<file path="config.mk">
export PLATFORM = sky130hd
export DESIGN_NAME = ram_arbiter
export DESIGN_NICKNAME = d
export VERILOG_FILES = /design/src/rtl/ram_arbiter_pkg.sv /design/src/rtl/ram_arbiter_starve_timer.sv /design/src/rtl/ram_arbiter.sv
export SDC_FILE = /design/constraint.sdc
export NUM_CORES = 1
export LEC_CHECK = 0
export CAP_MARGIN = 20
export CELL_PAD_IN_SITES_DETAIL_PLACEMENT = 0
export CELL_PAD_IN_SITES_GLOBAL_PLACEMENT = 1
export CORE_MARGIN = 2
export CORE_UTILIZATION = 23
export DETAILED_ROUTE_END_ITERATION = 7
export PLACE_DENSITY = 0.83
export SYNTH_ARGS = -nofsm -noshare
export SYNTH_HDL_FRONTEND = slang
export SYNTH_SLANG_ARGS = --single-unit
</file>
<file path="constraint.sdc">
create_clock -name clock -period 2.1 [get_ports clock]
set_clock_uncertainty 0.15 [all_clocks]
set_input_delay 0.42 -clock clock [delete_from_list [all_inputs] [get_ports clock]]
set_output_delay 0.42 -clock clock [all_outputs]
set_load 0.01 [all_outputs]
</file>
<file path="src/rtl/ram_arbiter_pkg.sv">
// ram_arbiter_pkg
//   Shared definitions for the RAM arbiter slice: default bus widths, the
//   arbitration FSM encoding, the read-owner codes that steer read data back
//   to the CPU or the DMA port, and the counter-width helper for the
//   starvation timer.
package ram_arbiter_pkg;

  localparam int unsigned DefAddrW       = 16;
  localparam int unsigned DefDataW       = 8;
  localparam int unsigned DefStarveLimit = 32;

  // Arbitration FSM. Encodings are fixed so they line up with the rest of
  // the ram bus code.
  typedef enum logic [1:0] {
    StNormal = 2'd0,
    StHold   = 2'd1,
    StForce  = 2'd2
  } arb_state_e;

  // Which requester issued the RAM access (or the last read).
  typedef enum logic [1:0] {
    OwnNone = 2'd0,
    OwnCpu  = 2'd1,
    OwnDma  = 2'd2
  } rd_owner_e;

  // Width of a counter that must reach `limit` (at least one bit).
  function automatic int unsigned cnt_width(input int unsigned limit);
    return (limit < 2) ? 1 : $clog2(limit + 1);
  endfunction

endpackage

</file>
<file path="src/rtl/ram_arbiter_starve_timer.sv">
// starve_timer
//   Saturating counter of consecutive cycles in which a DMA request waits
//   without being served. `expired` is combinational and goes high in the
//   cycle whose edge brings the count up to LIMIT, so the caller can react
//   on that same edge. LIMIT = 0 disables the timer entirely.
// Ports
//   clock    in   rising-edge clock
//   reset    in   asynchronous, active-high
//   pend     in   a request is waiting this cycle
//   clr      in   clear the count (takes priority over pend)
//   expired  out  count reaches LIMIT at the end of this cycle
module starve_timer
  import ram_arbiter_pkg::*;
#(
  parameter int unsigned LIMIT = DefStarveLimit
) (
  input  logic clock,
  input  logic reset,
  input  logic pend,
  input  logic clr,
  output logic expired
);

  localparam int unsigned CntW = cnt_width(LIMIT);
  localparam logic [CntW-1:0] CntMax  = CntW'(LIMIT);
  localparam logic [CntW-1:0] CntLast = CntW'((LIMIT == 0) ? 0 : LIMIT - 1);

  logic [CntW-1:0] count_q;

  always_ff @(posedge clock or posedge reset) begin
    if (reset) begin
      count_q <= '0;
    end else if (clr) begin
      count_q <= '0;
    end else if (pend && (count_q != CntMax)) begin
      count_q <= count_q + CntW'(1);
    end
  end

  // Once saturated the flag stays up for as long as the request keeps waiting.
  assign expired = (LIMIT != 0) && pend && !clr && (count_q >= CntLast);

endmodule

</file>
<file path="src/rtl/ram_arbiter.sv">
// ram_arbiter
//   Shares one single-port synchronous RAM (1-cycle read latency) between
//   the CPU core and a DMA/loader port. The CPU has fixed priority and its
//   strobes reach the RAM combinationally. DMA is served in cycles with no
//   CPU access; if a DMA request waits STARVE_LIMIT cycles, cpu_hold is
//   raised to freeze the core and the DMA access is forced through.
// Ports
//   clock, reset                     clock / async active-high reset
//   cpu_rd, cpu_wr, cpu_a, cpu_d     CPU strobes, address, write data
//   cpu_q                            data of the CPU's most recent read
//   cpu_hold                         registered core freeze request
//   dma_req, dma_we, dma_a,
//   dma_wdata                        DMA request (held until dma_ack)
//   dma_ack                          combinational: DMA access issued now
//   dma_rdata, dma_rvalid            DMA read data, valid one cycle after ack
//   ram_rd, ram_wr, ram_a, ram_d     RAM strobes, address, write data
//   ram_q                            RAM read data (cycle after ram_rd)
module ram_arbiter
  import ram_arbiter_pkg::*;
#(
  parameter int unsigned ADDR_W       = DefAddrW,
  parameter int unsigned DATA_W       = DefDataW,
  parameter int unsigned STARVE_LIMIT = DefStarveLimit
) (
  input  logic              clock,
  input  logic              reset,
  // CPU side
  input  logic              cpu_rd,
  input  logic              cpu_wr,
  input  logic [ADDR_W-1:0] cpu_a,
  input  logic [DATA_W-1:0] cpu_d,
  output logic [DATA_W-1:0] cpu_q,
  output logic              cpu_hold,
  // DMA side
  input  logic              dma_req,
  input  logic              dma_we,
  input  logic [ADDR_W-1:0] dma_a,
  input  logic [DATA_W-1:0] dma_wdata,
  output logic              dma_ack,
  output logic [DATA_W-1:0] dma_rdata,
  output logic              dma_rvalid,
  // RAM side
  output logic              ram_rd,
  output logic              ram_wr,
  output logic [ADDR_W-1:0] ram_a,
  output logic [DATA_W-1:0] ram_d,
  input  logic [DATA_W-1:0] ram_q
);

  arb_state_e        state_q;
  logic              cpu_hold_q;
  rd_owner_e         last_rd_q;
  logic              dma_rvalid_q;
  logic [DATA_W-1:0] cpu_q_hold_q;

  rd_owner_e         grant;
  logic              cpu_act;
  logic              pend;
  logic              expired;

  // In FORCE the core is frozen and its strobes are ignored.
  assign cpu_act = (cpu_rd || cpu_wr) && (state_q != StForce);

  // ---------------------------------------------------------------------
  // Arbitration and RAM steering
  // ---------------------------------------------------------------------
  always_comb begin
    grant   = OwnNone;
    ram_rd  = 1'b0;
    ram_wr  = 1'b0;
    ram_a   = cpu_a;
    ram_d   = cpu_d;
    dma_ack = 1'b0;
    // Nothing is issued while reset is applied, so a pending DMA request
    // cannot be acknowledged into a design that is being cleared.
    if (!reset) begin
      if (cpu_act) begin
        grant  = OwnCpu;
        ram_wr = cpu_wr;
        // A simultaneous read and write is treated as a write.
        ram_rd = cpu_rd && !cpu_wr;
      end else if (dma_req) begin
        grant   = OwnDma;
        dma_ack = 1'b1;
        ram_a   = dma_a;
        ram_d   = dma_wdata;
        ram_wr  = dma_we;
        ram_rd  = !dma_we;
      end
    end
  end

  // ---------------------------------------------------------------------
  // Starvation timer: counts waiting cycles, clears on ack or idle request
  // ---------------------------------------------------------------------
  assign pend = dma_req && !dma_ack;

  starve_timer #(
    .LIMIT (STARVE_LIMIT)
  ) u_starve_timer (
    .clock   (clock),
    .reset   (reset),
    .pend    (pend),
    .clr     (!pend),
    .expired (expired)
  );

  // ---------------------------------------------------------------------
  // Hold FSM with registered cpu_hold
  // ---------------------------------------------------------------------
  always_ff @(posedge clock or posedge reset) begin
    if (reset) begin
      state_q    <= StNormal;
      cpu_hold_q <= 1'b0;
    end else begin
      unique case (state_q)
        StNormal: begin
          if (expired) begin
            state_q    <= StHold;
            cpu_hold_q <= 1'b1;
          end
        end
        StHold: begin
          // The core may still finish one access while the hold takes
          // effect; if that left no room for DMA, force it next cycle.
          if (dma_ack) begin
            state_q    <= StNormal;
            cpu_hold_q <= 1'b0;
          end else begin
            state_q    <= StForce;
            cpu_hold_q <= 1'b1;
          end
        end
        StForce: begin
          state_q    <= StNormal;
          cpu_hold_q <= 1'b0;
        end
        default: begin
          state_q    <= StNormal;
          cpu_hold_q <= 1'b0;
        end
      endcase
    end
  end

  assign cpu_hold = cpu_hold_q;

  // ---------------------------------------------------------------------
  // Read-data routing
  // ---------------------------------------------------------------------
  always_ff @(posedge clock or posedge reset) begin
    if (reset) begin
      last_rd_q    <= OwnNone;
      dma_rvalid_q <= 1'b0;
      cpu_q_hold_q <= '0;
    end else begin
      last_rd_q    <= ram_rd ? grant : OwnNone;
      dma_rvalid_q <= ram_rd && (grant == OwnDma);
      if (last_rd_q == OwnCpu) begin
        cpu_q_hold_q <= ram_q;
      end
    end
  end

  // The CPU sees live RAM data only right after its own read; at all other
  // times it sees its captured copy, so DMA reads never disturb it.
  assign cpu_q      = (last_rd_q == OwnCpu) ? ram_q : cpu_q_hold_q;
  assign dma_rdata  = ram_q;
  assign dma_rvalid = dma_rvalid_q;

endmodule

</file>
---- Word-level counts from Yosys, hierarchy flattened ----
Cells that the tools add are included.
storage, ports and cells
  flip-flop bits (word level) ............. 20
  bits of input ports ..................... 62
  output and inout port bits .............. 45
cells by class
  add/subtract/negate cells ............... 1
  $lt $le $gt $ge ......................... 1
  equal/unequal tests ..................... 7
  muxes and demuxes ....................... 28
  reduce and logical (&&, ||, !) cells .... 11
operators with widths
  kind                                                                   count
  16-bit two-way mux                                                     3
  8-bit two-way mux                                                      4
  2-bit two-way mux                                                      6
  6-bit two-way mux                                                      2
  1-bit two-way mux                                                      11
  6-bit by 1-bit adder with 6-bit output, second input constant          1
  6-bit by 5-bit >= comparator with 1-bit output, second input constant  1
  1-bit logical AND                                                      6
  2-bit inequality test, second input constant                           3
  6-bit inequality test, second input constant                           1
  2-bit by 1-bit equality test with 1-bit output, second input constant  2
  2-bit one-hot mux with 2 select lines                                  1
  1-bit logical NOT                                                      3
  2-bit equality test, second input constant                             1
  2-bit logical NOT                                                      1
  1-bit one-hot mux with 2 select lines                                  1
  1-bit logical OR                                                       1

---- Longest topological paths before layout ----
Gate-level depths: netlist of run 1.
  word-level depth ........................ 9
  gate-level depth with buffers ........... 6

---- Hierarchy ----
A second synthesis of run 1 with hierarchy kept.
unflattened totals
  cells, all modules ...................... 121
  area total of the unflattened synthesis .. 1,398.8 sq um
modules (own cells, without submodules)
  module        instances  cells each  area each (sq um)  sequential area each (sq um)
  ram_arbiter   1          78          998.5              350.3
  starve_timer  1          43          400.4              150.1

---- Least setup slack after synthesis of run 1 ----
Ideal clock, no wire load.
  kind .................................... flip-flop to output port
  start ................................... register state_q[1]
  end ..................................... output ram_a[12]
  data arrival time ....................... 1.319 ns
  required time ........................... 1.530 ns
  slack ................................... 0.211 ns
  stages on the path, launching flop included .. 5
  cells stage by stage .................... dfrtp_1 nor2b_4 o21ai_4 buf_8 mux2_4
between the ends
  word-level cells in the longest chain between the ends .. 4
ends and longest elaborated chain
  what                      RTL line            text
  start: declaration        ram_arbiter.sv:50   arb_state_e state_q;
  start signal: assignment  ram_arbiter.sv:113  state_q <= StNormal;
  start signal: assignment  ram_arbiter.sv:119  state_q <= StHold;
  start signal: assignment  ram_arbiter.sv:127  state_q <= StNormal;
  2-bit inequality test     ram_arbiter.sv:62   assign cpu_act = (cpu_rd || cpu_wr) && (state_q != StForce);
  1-bit logical AND         ram_arbiter.sv:62
  16-bit two-way mux        ram_arbiter.sv:77   if (cpu_act) begin
  16-bit two-way mux        ram_arbiter.sv:76   if (!reset) begin
  end: declaration          ram_arbiter.sv:45   output logic [ADDR_W-1:0] ram_a,
No other way between the ends.

---- Worst setup path after layout of run 1 ----
  start ................................... register state_q[1]
  end ..................................... output ram_a[7]
Same word-level chain as after synthesis.

==> results summary, run 1 <==
The flow ran to the end, but the final reports show violations. The checks that failed: setup timing. The synthesized cell area is 1330 um2.

The internal power consumption is between 900 and 1000 uW. The number of top-level pins came out at 107. The met2 capacity usage during global routing came out at 0.237. TritonCTS created 3 clock buffers. The number of nets in the final layout came out at 304. The share of the clock period used by the worst path came out at 1.08. The count of final hold-check violations is 0. The highest-delay cell along the critical path is dfrtp_1.

The worst-path maximum fanout came out at 5. The floorplan die height came out at 80.0 um. The share of the synthesized area in the top cell type is 0.377.

The met1 capacity usage during global routing is 0.153. The number of buffers inserted by hold repair at cts came out at 0. The data required time at the worst endpoint came out at 1.53 ns.

The clock passes through at most 2 buffers. The clock reaches the later pin of the worst-skew pair after 0.26 ns. The longest individual stage delay on the worst path is 0.38 ns. The most used cell along the critical path is buf_6.

The via count of the first global-routing pass was 1372. In the final layout, the share of cells above drive strength 1 is 0.448. In this run the tool buffered the top-level ports with 106 buffer cells.

For this run, the number of Yosys warnings is 0. At the pin with the least slew margin, the transition time is 0.369 ns. The highest achievable clock rate came out at 441 MHz.

The synthesized area per cell came out at around 12 um2. Setup repair after global routing could not meet its margin everywhere. After the flow finishes, the layout carries non-filler instances totaling 311. CTS placed an instance of clkbuf_8 at the clock tree root. Measured against its own limit, the worst slew margin works out to 0.751. The number of diodes is 0. Counting the fill cells in the layout gives 521. The sequential fraction of the synthesis area came out at 0.377. The row count is 27.

The power density over the cells came out at about 470 nW/um2. At the worst endpoint, the arrival time is 1.70 ns. The post-layout worst setup margin is -0.168 ns. The worst ir drop on vdd came out at 0.000241 V.

met2 is the most crowded layer. STA classifies the critical path startpoint as a flip-flop. The analysis attributes to cell leakage a power of approximately 0.0013 uW. The post-synth net total is 176.

The area of the core is 5540 um2. Grouping stages by cell kind, the critical path spends the most delay in buffers and inverters. TritonCTS built the clock tree. After synthesis, the netlist uses 28 different library cells.

The power dissipated by switching net loads is 307 uW. The number of antenna violations at the first check in global routing is 0. The kind of critical path is reg2out. The worst hold-check slack came out at 0.294 ns. The final number of setup-violating endpoints is 25. The share of total power in the clock network is 0.295. The aggregate global routing overflow is 0.

Before antenna repair, the detailed router went through 4 iterations. The starting density of the core came out at 0.240. Of the total power, the share spent switching nets is 0.236. The path class of the tightest hold or removal check is in2async.

In this run the remaining antenna-violating nets after routing total 0. From left edge to right edge, the die measures 80.0 um. The area of the die came out at 6400 um2. Together, buffers and inverters on the worst path number 3. The global router's overall resource usage is 0.129. The post-layout minimum cycle time came out at around 2.3 ns. The share of total power dissipated in combinational logic is 0.367. Entering global routing, the biggest net connects 21 pins. The worst setup path is captured at a primary output. Walking the worst path, the cells encountered are nor2b_4, o21ai_4, buf_6, buf_4, mux2_4, buf_6. Across the run, the number of max-cap violations was 0. The gate count after technology mapping came out at 112. Summed over all instances, the cell type with the most area after synthesis is dfrtp_1. In this run the number of H-tree levels came out at 1.

The wire length of the first global-routing pass came out at between 6000 and 7000 um. The initial detailed-routing violation count is 17. The ratio of routed vias to standard cells came out at approximately 4.2. Synthesis inferred 20 register bits. Across all layers, the routed design uses between 1000 and 1500 vias. For met3 alone, demand over resource in global routing was 0.0373.

The number of placed cells counting well taps came out at just under 300. The HPWL after detailed placement is 3230 um. The number of remaining DRC errors is 0. The CTS clock-pin slew for the worst setup and hold paths is ~0.08 ns. The detailed-route wire length per cell came out at 13.5 um. The number of max-slew violations in the final report is 0.

The relative contribution of sequential cells to total power is 0.338. Counting every sink on the clock net gives 20. The post-detailed-routing wire length came out at 4200 um. The area growth from synthesis to final layout is 110%. In the post-synthesis netlist, the biggest area contributors are dfrtp_1 38%, mux2_4 19%, mux2_2 13%. At the end of routability-driven placement, the weighted congestion stood at between 0.7 and 0.8.
==> synthesized netlist by cell type <==
master and count:
dfrtp_1 20, mux2_4 17, mux2_2 15, nor2_1 11
buf_4 8, a21oi_1 4, nand3_1 4, inv_1 3
nand2_1 3, xor2_1 3, buf_8 2, ha_1 2
nor2b_1 2, nor4b_1 2, o21ai_0 2, xnor2_1 2
a211oi_1 1, a21o_1 1, a32o_1 1, and2b_1 1
and3_1 1, clkbuf_1 1, inv_4 1, nand2b_1 1
nor2b_4 1, o211ai_1 1, o21ai_4 1, or2b_1 1
==> metrics by stage <==
step | instance area, um2 | setup slack, ns | utilization | setup TNS [ns] | total power, uW
after detailed placement | 2510 | -0.744 | 0.453 | -19.01 | 911
after global routing | 2780 | -0.249 | 0.502 | -5.20 | 1370
after global placement | 2510 | -0.719 | 0.453 | -18.84 | 906
after CTS | 2880 | -0.257 | 0.520 | -4.74 | 1320
final | 2780 | -0.168 | 0.502 | -3.08 | 1300
after floorplan | 1330 | 0.211 | - | 0 | 622
==> power by group through the flow <==
| stage | logic, uW | registers [uW] | clock network (uW) |
|---|---|---|---|
| finish | 477 | 439 | 383 |
| global route | 510 | 446 | 415 |
| CTS | 495 | 439 | 390 |
| detailed placement | 465 | 446 | 0 |
| global placement | 461 | 445 | 0 |
| floorplan | 178 | 444 | 0 |
==> layout by cell type, fill, tap and decap left out, types with 2 or more instances in the layout <==
master	instances
a21oi_1	4
nor2_1	10
buf_6	36
ha_1	2
clkbuf_8	3
nor4b_1	2
dfrtp_1	20
o21ai_0	2
xnor2_1	2
nand2_1	3
inv_1	3
buf_4	16
clkdlybuf4s50_1	67
mux2_4	25
nor2b_4	2
buf_2	6
mux2_2	7
buf_12	3
xor2_1	3
clkbuf_2	2
dlygate4sd2_1	3
nand3_1	4
==> cell type report <==
cell class / count / area [um2] / share of cell area
inverters: 4 / 17.5 / 0.00630
clock inverters: 1 / 30.0 / 0.0108
repair buffers: 134 / 1330 / 0.479
clock buffers: 3 / 41.3 / 0.0148
well taps: 72 / 90.1 / 0.0324
multi-input cells: 77 / 769 / 0.277
flip-flops and latches: 20 / 500 / 0.180
==> registers in the layout, summed over array words and instances (netlist names) <==
name,count
u_starve_timer.count_q,6
last_rd_q,2
cpu_hold,1
state_q,2
cpu_q_hold_q,8
dma_rvalid,1
==> final timing paths <==
path	from	endpoint	slack [ns]	depth (start not counted)
setup / recovery	state_q[1]	ram_a[7]	-0.17	6
hold / removal	reset	cpu_q_hold_q[0]	0.29	4
setup reg to reg	u_starve_timer.count_q[0]	u_starve_timer.count_q[3]	0.40	6
hold reg to reg	cpu_q_hold_q[1]	cpu_q_hold_q[1]	0.35	1
max in group asynchronous	reset	cpu_hold	1.29	4
min in group clock	cpu_q_hold_q[1]	cpu_q_hold_q[1]	0.35	1
==> worst min-delay path, cell delays in order <==
cell	delay, ns
clkdlybuf4s15_1	0.18
buf_4	0.15
inv_1	0.07
buf_4	0.27
==> kinds of logic (layout without fill, tap and decap cells) <==
| logic type | after synthesis | count (layout) | share of synthesized area |
|---|---|---|---|
| adder cells (fa/ha/maj) | 2 | 2 | 0.0188 |
| AO/OA/AOI/OAI | 11 | 11 | 0.0594 |
| buffers and inverters | 15 | 142 | 0.0839 |
| multiplexers | 32 | 32 | 0.320 |
| XOR/XNOR | 5 | 5 | 0.0330 |
| flip-flops | 20 | 20 | 0.377 |
| AND/OR/NAND/NOR | 27 | 27 | 0.108 |
==> repair_timing <==
action,in CTS,in global routing
setup endpoints to repair,35,35
gates resized for setup,188,8
pin swaps,1,1
gates cloned,3,0
setup buffers,14,2
==> per-layer routing <==
layer / part of all wire / vias up / wire, um
li1: - / 637 / -
met3: 0.054 / 4 / 228
met4: 0.0069 / 0 / 29
met5: 0 / - / 0
met2: 0.54 / 38 / 2290
met1: 0.39 / 622 / 1660
Power figures use the tool's default switching activity.
==> run 2: changes to the inputs <==
--- a/config.mk
+++ b/config.mk
@@ -8,6 +8,7 @@
 export CAP_MARGIN = 20
 export CELL_PAD_IN_SITES_DETAIL_PLACEMENT = 0
 export CELL_PAD_IN_SITES_GLOBAL_PLACEMENT = 1
+export CORE_ASPECT_RATIO = 0.75
 export CORE_MARGIN = 2
 export CORE_UTILIZATION = 23
 export DETAILED_ROUTE_END_ITERATION = 7
==> constraint.sdc (replaced) <==
create_clock -name clock -period 2.5 [get_ports clock]
set_clock_uncertainty 0.15 [all_clocks]
set_input_delay 0.5 -clock clock [delete_from_list [all_inputs] [get_ports clock]]
set_output_delay 0.5 -clock clock [all_outputs]
set_load 0.01 [all_outputs]
==> results summary, run 2 (synthesis results as in run 1) <==
The worst ir drop on vdd is 0.000224 V (-6.9%). The area of the core came out at 5470 um2 (-1.3%). The actual transition at the worst max-transition pin came to 0.382 ns (+0.0131 ns).

The number of buffers between clock root and the deepest sink is 2 (unchanged). The endpoint identified for the worst register-to-register timing path is u_starve_timer.count_q[2]. The count of final hold-check violations was 0 (unchanged). The type of the tightest min-delay check is reg2reg. STA classifies the critical path startpoint as an input port. The total number of vias came out at 1281 (-1.5%). The overall die width is 91.7 um (+15%). The pin count of the biggest net entering global routing is 21 (unchanged).

The number of buffers inserted during clock tree synthesis is 3 (unchanged). The post-detailed-routing wire length came out at 3940 um (-6.2%). The total clock sinks came to 20 (unchanged).

The run finished with clean final reports. The library cells used most frequently in the layout, excluding fill and tap cells, are 75 x clkdlybuf4s50_1, 20 x dfrtp_1, 17 x mux2_4, 17 x buf_4, 15 x mux2_2. The largest registers in the layout are cpu_q_hold_q x8, u_starve_timer.count_q x6. The worst slew margin relative to its limit is 0.742 (-0.00884). The starting density of the core is 0.243 (+0.00318). The data required time at the worst endpoint came out at 1.85 ns (+0.32 ns). The number of fill cells is 508 (-2.5%).

CTS placed an instance of clkbuf_8 at the clock tree root. The global router's overall resource usage is 0.119 (-0.0103). The combined area of the multi-input logic cells came out at 719 um2 (-6.5%). The power density over the cells came out at 405 nW/um2 (-13%).

The wire length of the first global-routing pass is 6150 um (-5.9%). The worst setup path is captured at a primary output. The number of flip-flops in the largest register came to 8 (unchanged). The smallest clock period supported by the final layout is computed as 2.45 ns. The fraction of layout cells with a size suffix above 1 came out at 0.380 (-0.0680). The number of iterations in the first detailed-routing pass is 4 (unchanged).

The worst register-to-register path begins at u_starve_timer.count_q[0]. The initial detailed-routing violation count is 26 (+9). The number of max-slew violations in the final report is 0 (unchanged).

The final number of setup-violating endpoints came to 0 (-100%). The longest individual stage delay on the worst path came to 0.32 ns (-0.06 ns). The quantity of I/O buffers inserted on ports came out at 106 (unchanged). The register cell area after layout is 500 um2 (unchanged). The max-capacitance violation count came out at 0 (unchanged). The startpoint identified for the worst hold timing path is cpu_q_hold_q[7]. The maximum level of the CTS H-tree is 1 (unchanged). The detailed-placement wirelength estimate is 3140 um (-2.8%). For hold timing, the worst endpoint is cpu_q_hold_q[7]. The global placement routability congestion came to 0.757 (-0.72%).

The path depth of the worst reg2reg path is 6 (unchanged). TritonCTS built the clock tree. The ratio of routed vias to standard cells came out at 4.11 (-1.9%). cpu_q_hold_q holds more flip-flops than any other register. The signal on the critical path passes through dlygate4sd2_1, and2b_2, o21ai_4, buf_6, buf_4, mux2_2, buf_2. The floorplan die height came out at 69.8 um (-13%). The row count is 23 (-15%). The via count of the first global-routing pass came out at 1254 (-8.6%). The worst hold-check slack is 0.350 ns (+0.0558 ns).

The arrival time reported for the critical path endpoint was 1.80 ns (+0.10 ns). Along the worst hold path, the cell count comes to 1. For this design, the slowest cell found on the critical path is mux2_2.

The number of diodes was 0 (unchanged). The cell leakage power is 0.00123 uW (-7.0%). The number of top-level pins is 107 (unchanged). Setup repair after global routing left no endpoint under its margin. The area growth from synthesis to final layout is 99.6%. The CTS clock-pin slew for the worst setup and hold paths is 0.08 ns (about the same). The flop-to-flop setup slack is 0.79 ns (+0.39 ns). The kind of critical path is in2out. The detailed-route wire length per cell came out at 12.6 um (-6.5%). The number of remaining DRC errors is 0 (unchanged). The number of nets in the final layout is 302 (-0.66%). The clock latency of the later-clocked register in the worst-skew pair came out at 0.26 ns (about the same). The share of the clock period used by the worst path is 0.980. The most critical setup path has its startpoint at dma_req.

The aggregate global routing overflow came out at 0 (unchanged). The final sum of negative setup slack came out at 0 ns (+3.08 ns). The highest achievable clock rate came out at ~410 MHz. The area of the die came out at 6400 um2 (+0.11%). The number of antenna violations at the first check in global routing came out at 0 (unchanged). The worst-path maximum fanout is 5 (unchanged). The library cell used most frequently in the layout, excluding fill and tap cells, is clkdlybuf4s50_1. The remaining antenna violation count came out at 0 (unchanged).
==> run 2: layout make-up <==
| cell class | instances | area share |
|---|---|---|
| clock inverter | 1 | 0.0113 |
| sequential | 20 | 0.189 |
| multi-input combinational | 77 | 0.271 |
| inverter | 4 | 0.00661 |
| timing repair buffer | 132 | 0.471 |
| tap | 75 | 0.0354 |
| clock buffer | 3 | 0.0156 |
==> run 2: critical path: cells and delay by family <==
kind                   cells  cell delay (ns)
multiplexers               1             0.32
buffers and inverters      4             0.64
AND/OR/NAND/NOR            1             0.22
AO/OA/AOI/OAI              1             0.12
==> run 2: power by group <==
group / total, uW / switching, uW / internal, uW
logic: 383 / 128 / 255
registers: 369 / 13.0 / 356
clock network: 321 / 107 / 214
==> run 2: routing by layer <==
| layer | share of wire | global-route usage | wire (um) |
|---|---|---|---|
| met1 | 0.43 | 0.153 | 1690 |
| met3 | 0.065 | 0.0413 | 258 |
| met2 | 0.50 | 0.199 | 1980 |
| met5 | 0 | 0 | 0 |
| met4 | 0.0025 | 0.0149 | 10 |
==> run 2: how the worst max path moves through the flow <==
stage           endpoint  slack [ns]  cells after the start
2_1_floorplan  ram_a[12]        0.50                      4
3_3_place_gp    ram_a[2]       -0.47                      6
3_5_place_dp    ram_a[2]       -0.46                      6
4_1_cts        ram_a[13]       0.001                      7
5_1_grt         cpu_q[3]       0.005                      4
6_report       ram_a[14]        0.05                      7
==> run 2: repair_timing <==
| action | 4_1_cts | 5_1_grt |
|---|---|---|
| hold endpoints to repair | 0 | 0 |
| hold buffers | 0 | 0 |
| pin swaps | 1 | 0 |
| resized for setup | 114 | 4 |
| buffers inserted | 13 | 0 |
| endpoints found under the setup margin | 27 | 3 |
| cloned | 1 | 0 |
==> run 2: metrics by stage <==
step           setup WS (ns)  cell area (um2)  utilization  cells  total power [uW]
6_report              0.0493             2650        0.485    312              1070
5_1_grt              0.00482             2650        0.485    312              1130
4_1_cts              0.00115             2670        0.487    312              1090
3_5_place_dp          -0.456             2500        0.457    295               766
3_3_place_gp          -0.467             2500        0.457    295               761
2_1_floorplan          0.503             1330            -    112               523
==> run 3: changes to the inputs <==
--- a/config.mk
+++ b/config.mk
@@ -10,9 +10,9 @@
 export CELL_PAD_IN_SITES_GLOBAL_PLACEMENT = 1
 export CORE_ASPECT_RATIO = 0.75
 export CORE_MARGIN = 2
-export CORE_UTILIZATION = 23
+export CORE_UTILIZATION = 25
 export DETAILED_ROUTE_END_ITERATION = 7
-export PLACE_DENSITY = 0.83
+export PLACE_DENSITY = 0.89
 export SYNTH_ARGS = -nofsm -noshare
 export SYNTH_HDL_FRONTEND = slang
 export SYNTH_SLANG_ARGS = --single-unit
==> constraint.sdc (replaced) <==
create_clock -name clock -period 3.1 [get_ports clock]
set_clock_uncertainty 0.15 [all_clocks]
set_input_delay 0.62 -clock clock [delete_from_list [all_inputs] [get_ports clock]]
set_output_delay 0.62 -clock clock [all_outputs]
set_load 0.01 [all_outputs]
==> results summary, run 3 (synthesis results as in run 1) <==
The run finished with clean final reports. The worst slew margin relative to its limit came to 0.598 (-0.144). Counting I/O delays and the setup requirement, the final critical path takes 3.06 ns. The number of max-slew violations in the final report came to 0 (unchanged). In this run the worst setup path terminates at ram_a[15]. The largest registers in the layout are cpu_q_hold_q x8, u_starve_timer.count_q x6. The number of flip-flops in the largest register came to 8 (unchanged). The number of diodes came out at 0 (unchanged). The number of buffers inserted during clock tree synthesis came out at 3 (unchanged). The area growth from synthesis to final layout is 96.8%.

The arrival time reported for the critical path endpoint is 2.29 ns (+0.49 ns). The critical path is of the in2out type. The startpoint of the lowest-slack register-to-register path is u_starve_timer.count_q[0]. The worst register-to-register path ends at u_starve_timer.count_q[3]. The flop-to-flop setup slack came out at 1.42 ns (+0.63 ns). The data required time at the worst endpoint was 2.33 ns (+0.48 ns). The post-placement cell area came out at 2490 um2 (-0.25%). The detailed-placement wirelength estimate came out at 3220 um (+2.5%). STA classifies the critical path endpoint as a primary output. The register with the most flip-flops in the final layout is cpu_q_hold_q.

The via count of the first global-routing pass is 1158 (-7.7%). The number of nets in the final layout came out at 292 (-3.3%). The library cell used most frequently in the layout, excluding fill and tap cells, is clkdlybuf4s50_1. The detailed-route wire length per cell is 13.2 um (+4.3%). The area of the core came to 5010 um2 (-8.4%). The row count is 22 (-4.3%). The final number of setup-violating endpoints came out at 0 (unchanged). The total number of vias came out at 1216 (-5.1%). The final standard cell area without fillers came out at 2610 um2 (-1.4%). The actual transition at the worst max-transition pin came out at 0.597 ns (+0.215 ns). The path depth of the worst reg2reg path was 6 (unchanged). The pin count of the biggest net entering global routing is 21 (unchanged). The global placement routability congestion came out at 0.683 (-9.8%). The number of antenna violations at the first check in global routing is 0 (unchanged). The number of top-level pins came out at 107 (unchanged).

The power density over the cells came out at 328 nW/um2 (-19%). The number of iterations in the first detailed-routing pass came out at 4 (unchanged). The cell leakage power is 0.00121 uW (-2.1%).

The path class of the tightest hold or removal check is reg2reg. The ratio of routed vias to standard cells was 4.07 (-0.95%). The post-detailed-routing wire length came out at 3940 um (about the same). The aggregate global routing overflow came to 0 (unchanged). The initial detailed-routing violation count came to 30 (+15%). The fraction of layout cells with a size suffix above 1 came to 0.264 (-0.115). The floorplan die height is 67.1 um (-3.9%). The total clock sinks is 20 (unchanged). The number of buffers between clock root and the deepest sink is 2 (unchanged). The share of the clock period used by the worst path came out at 0.989.

The library cells used most frequently in the layout, excluding fill and tap cells, are 80 x clkdlybuf4s50_1, 20 x dfrtp_1, 20 x dlygate4sd2_1, 17 x mux2_4, 15 x mux2_2. TritonCTS built the clock tree. The highest achievable clock rate came out at about 330 MHz. The global router's overall resource usage was 0.123 (+0.00362). The overall die width is 88.1 um (-3.9%).

The area of the die is 5910 um2 (-7.6%). The max-capacitance violation count came out at 0 (unchanged). The clock root buffer master is clkbuf_8. The remaining antenna violation count came out at 0 (unchanged). The worst ir drop on vdd was 0.000220 V (-1.8%). The count of final hold-check violations came out at 0 (unchanged). The worst hold-check slack is 0.346 ns (-0.00332 ns). The clock latency of the later-clocked register in the worst-skew pair came out at 0.26 ns (about the same). The beginning of the critical path is reset.

The worst-path maximum fanout came out at 9 (+4). The setup slack at placement came out at -0.111 ns (+0.345 ns). The sort of element at the start of the critical path is an input port. The quantity of I/O buffers inserted on ports came to 106 (unchanged). The wire length of the first global-routing pass is 5620 um (-8.6%). The maximum level of the CTS H-tree is 1 (unchanged). The number of remaining DRC errors is 0 (unchanged). The CTS clock-pin slew for the worst setup and hold paths came out at 0.07 ns (about the same).

The post-layout worst setup margin is 0.0351 ns (-0.0142 ns). The starting density of the core came to 0.265 (+0.0222).
run 3: cell count changes in the layout (fill, tap and decap cells not counted), moves of 2 or more:
cell | previous run | this run
buf_4 | 17 | 10
dlymetal6s2s_1 | 0 | 2
dlygate4sd2_1 | 4 | 20
clkdlybuf4s15_1 | 4 | 1
clkdlybuf4s50_1 | 75 | 80
buf_2 | 14 | 0
buf_6 | 13 | 2
run 3: layer usage:
layer  share of wire  wire [um]  global-route usage
met2            0.47       1870               0.187
met4               0          0              0.0114
met3           0.060        237              0.0409
met1            0.47       1840               0.176
met5               0          0                   0
run 3: layout make-up:
type | count | area [um2]
Fill cell | 451 | 2400
Timing Repair Buffer | 122 | 1210
Multi-Input combinational cell | 77 | 724
Sequential cell | 20 | 500
Tap cell | 72 | 90.1
Clock buffer | 3 | 41.3
Clock inverter | 1 | 30.0
Inverter | 4 | 17.5
run 3: worst max-delay path, stage by stage:
cell,delay [ns]
clkdlybuf4s50_1,0.47
and2b_2,0.24
o21ai_4,0.07
buf_12,0.14
buf_12,0.13
mux2_2,0.32
dlygate4sd2_1,0.29
run 3: worst min path at each step:
stage	cells past startpoint	slack, ns	from	to
floorplan	1	0.36	cpu_q_hold_q[0]	cpu_q_hold_q[0]
CTS	1	0.35	cpu_q_hold_q[1]	cpu_q_hold_q[1]
global placement	1	0.33	cpu_q_hold_q[5]	cpu_q_hold_q[5]
global route	1	0.37	cpu_q_hold_q[2]	cpu_q_hold_q[2]
detailed placement	1	0.34	cpu_q_hold_q[1]	cpu_q_hold_q[1]
finish	1	0.35	cpu_q_hold_q[1]	cpu_q_hold_q[1]
run 3: what timing repair did:
item | in CTS | in global routing
resized for setup | 28 | 10
cloned | 0 | 1
buffers inserted | 3 | 1
hold buffers | 0 | 0
setup endpoints to repair | 24 | 5
pin swaps | 0 | 1
run 3: power by group:
group          switching [uW]  internal (uW)
registers                9.95            287
clock network            85.6            172
logic                     102            200
run 3: stage by stage:
step / util / setup TNS, ns / total power (uW) / cells
after floorplan: - / 0 / 422 / 112
after global placement: 0.498 / -2.07 / 612 / 290
after detailed placement: 0.498 / -2.20 / 617 / 290
after CTS: 0.512 / -0.00842 / 865 / 297
after global routing: 0.521 / -0.0103 / 908 / 299
final: 0.521 / 0 / 857 / 299
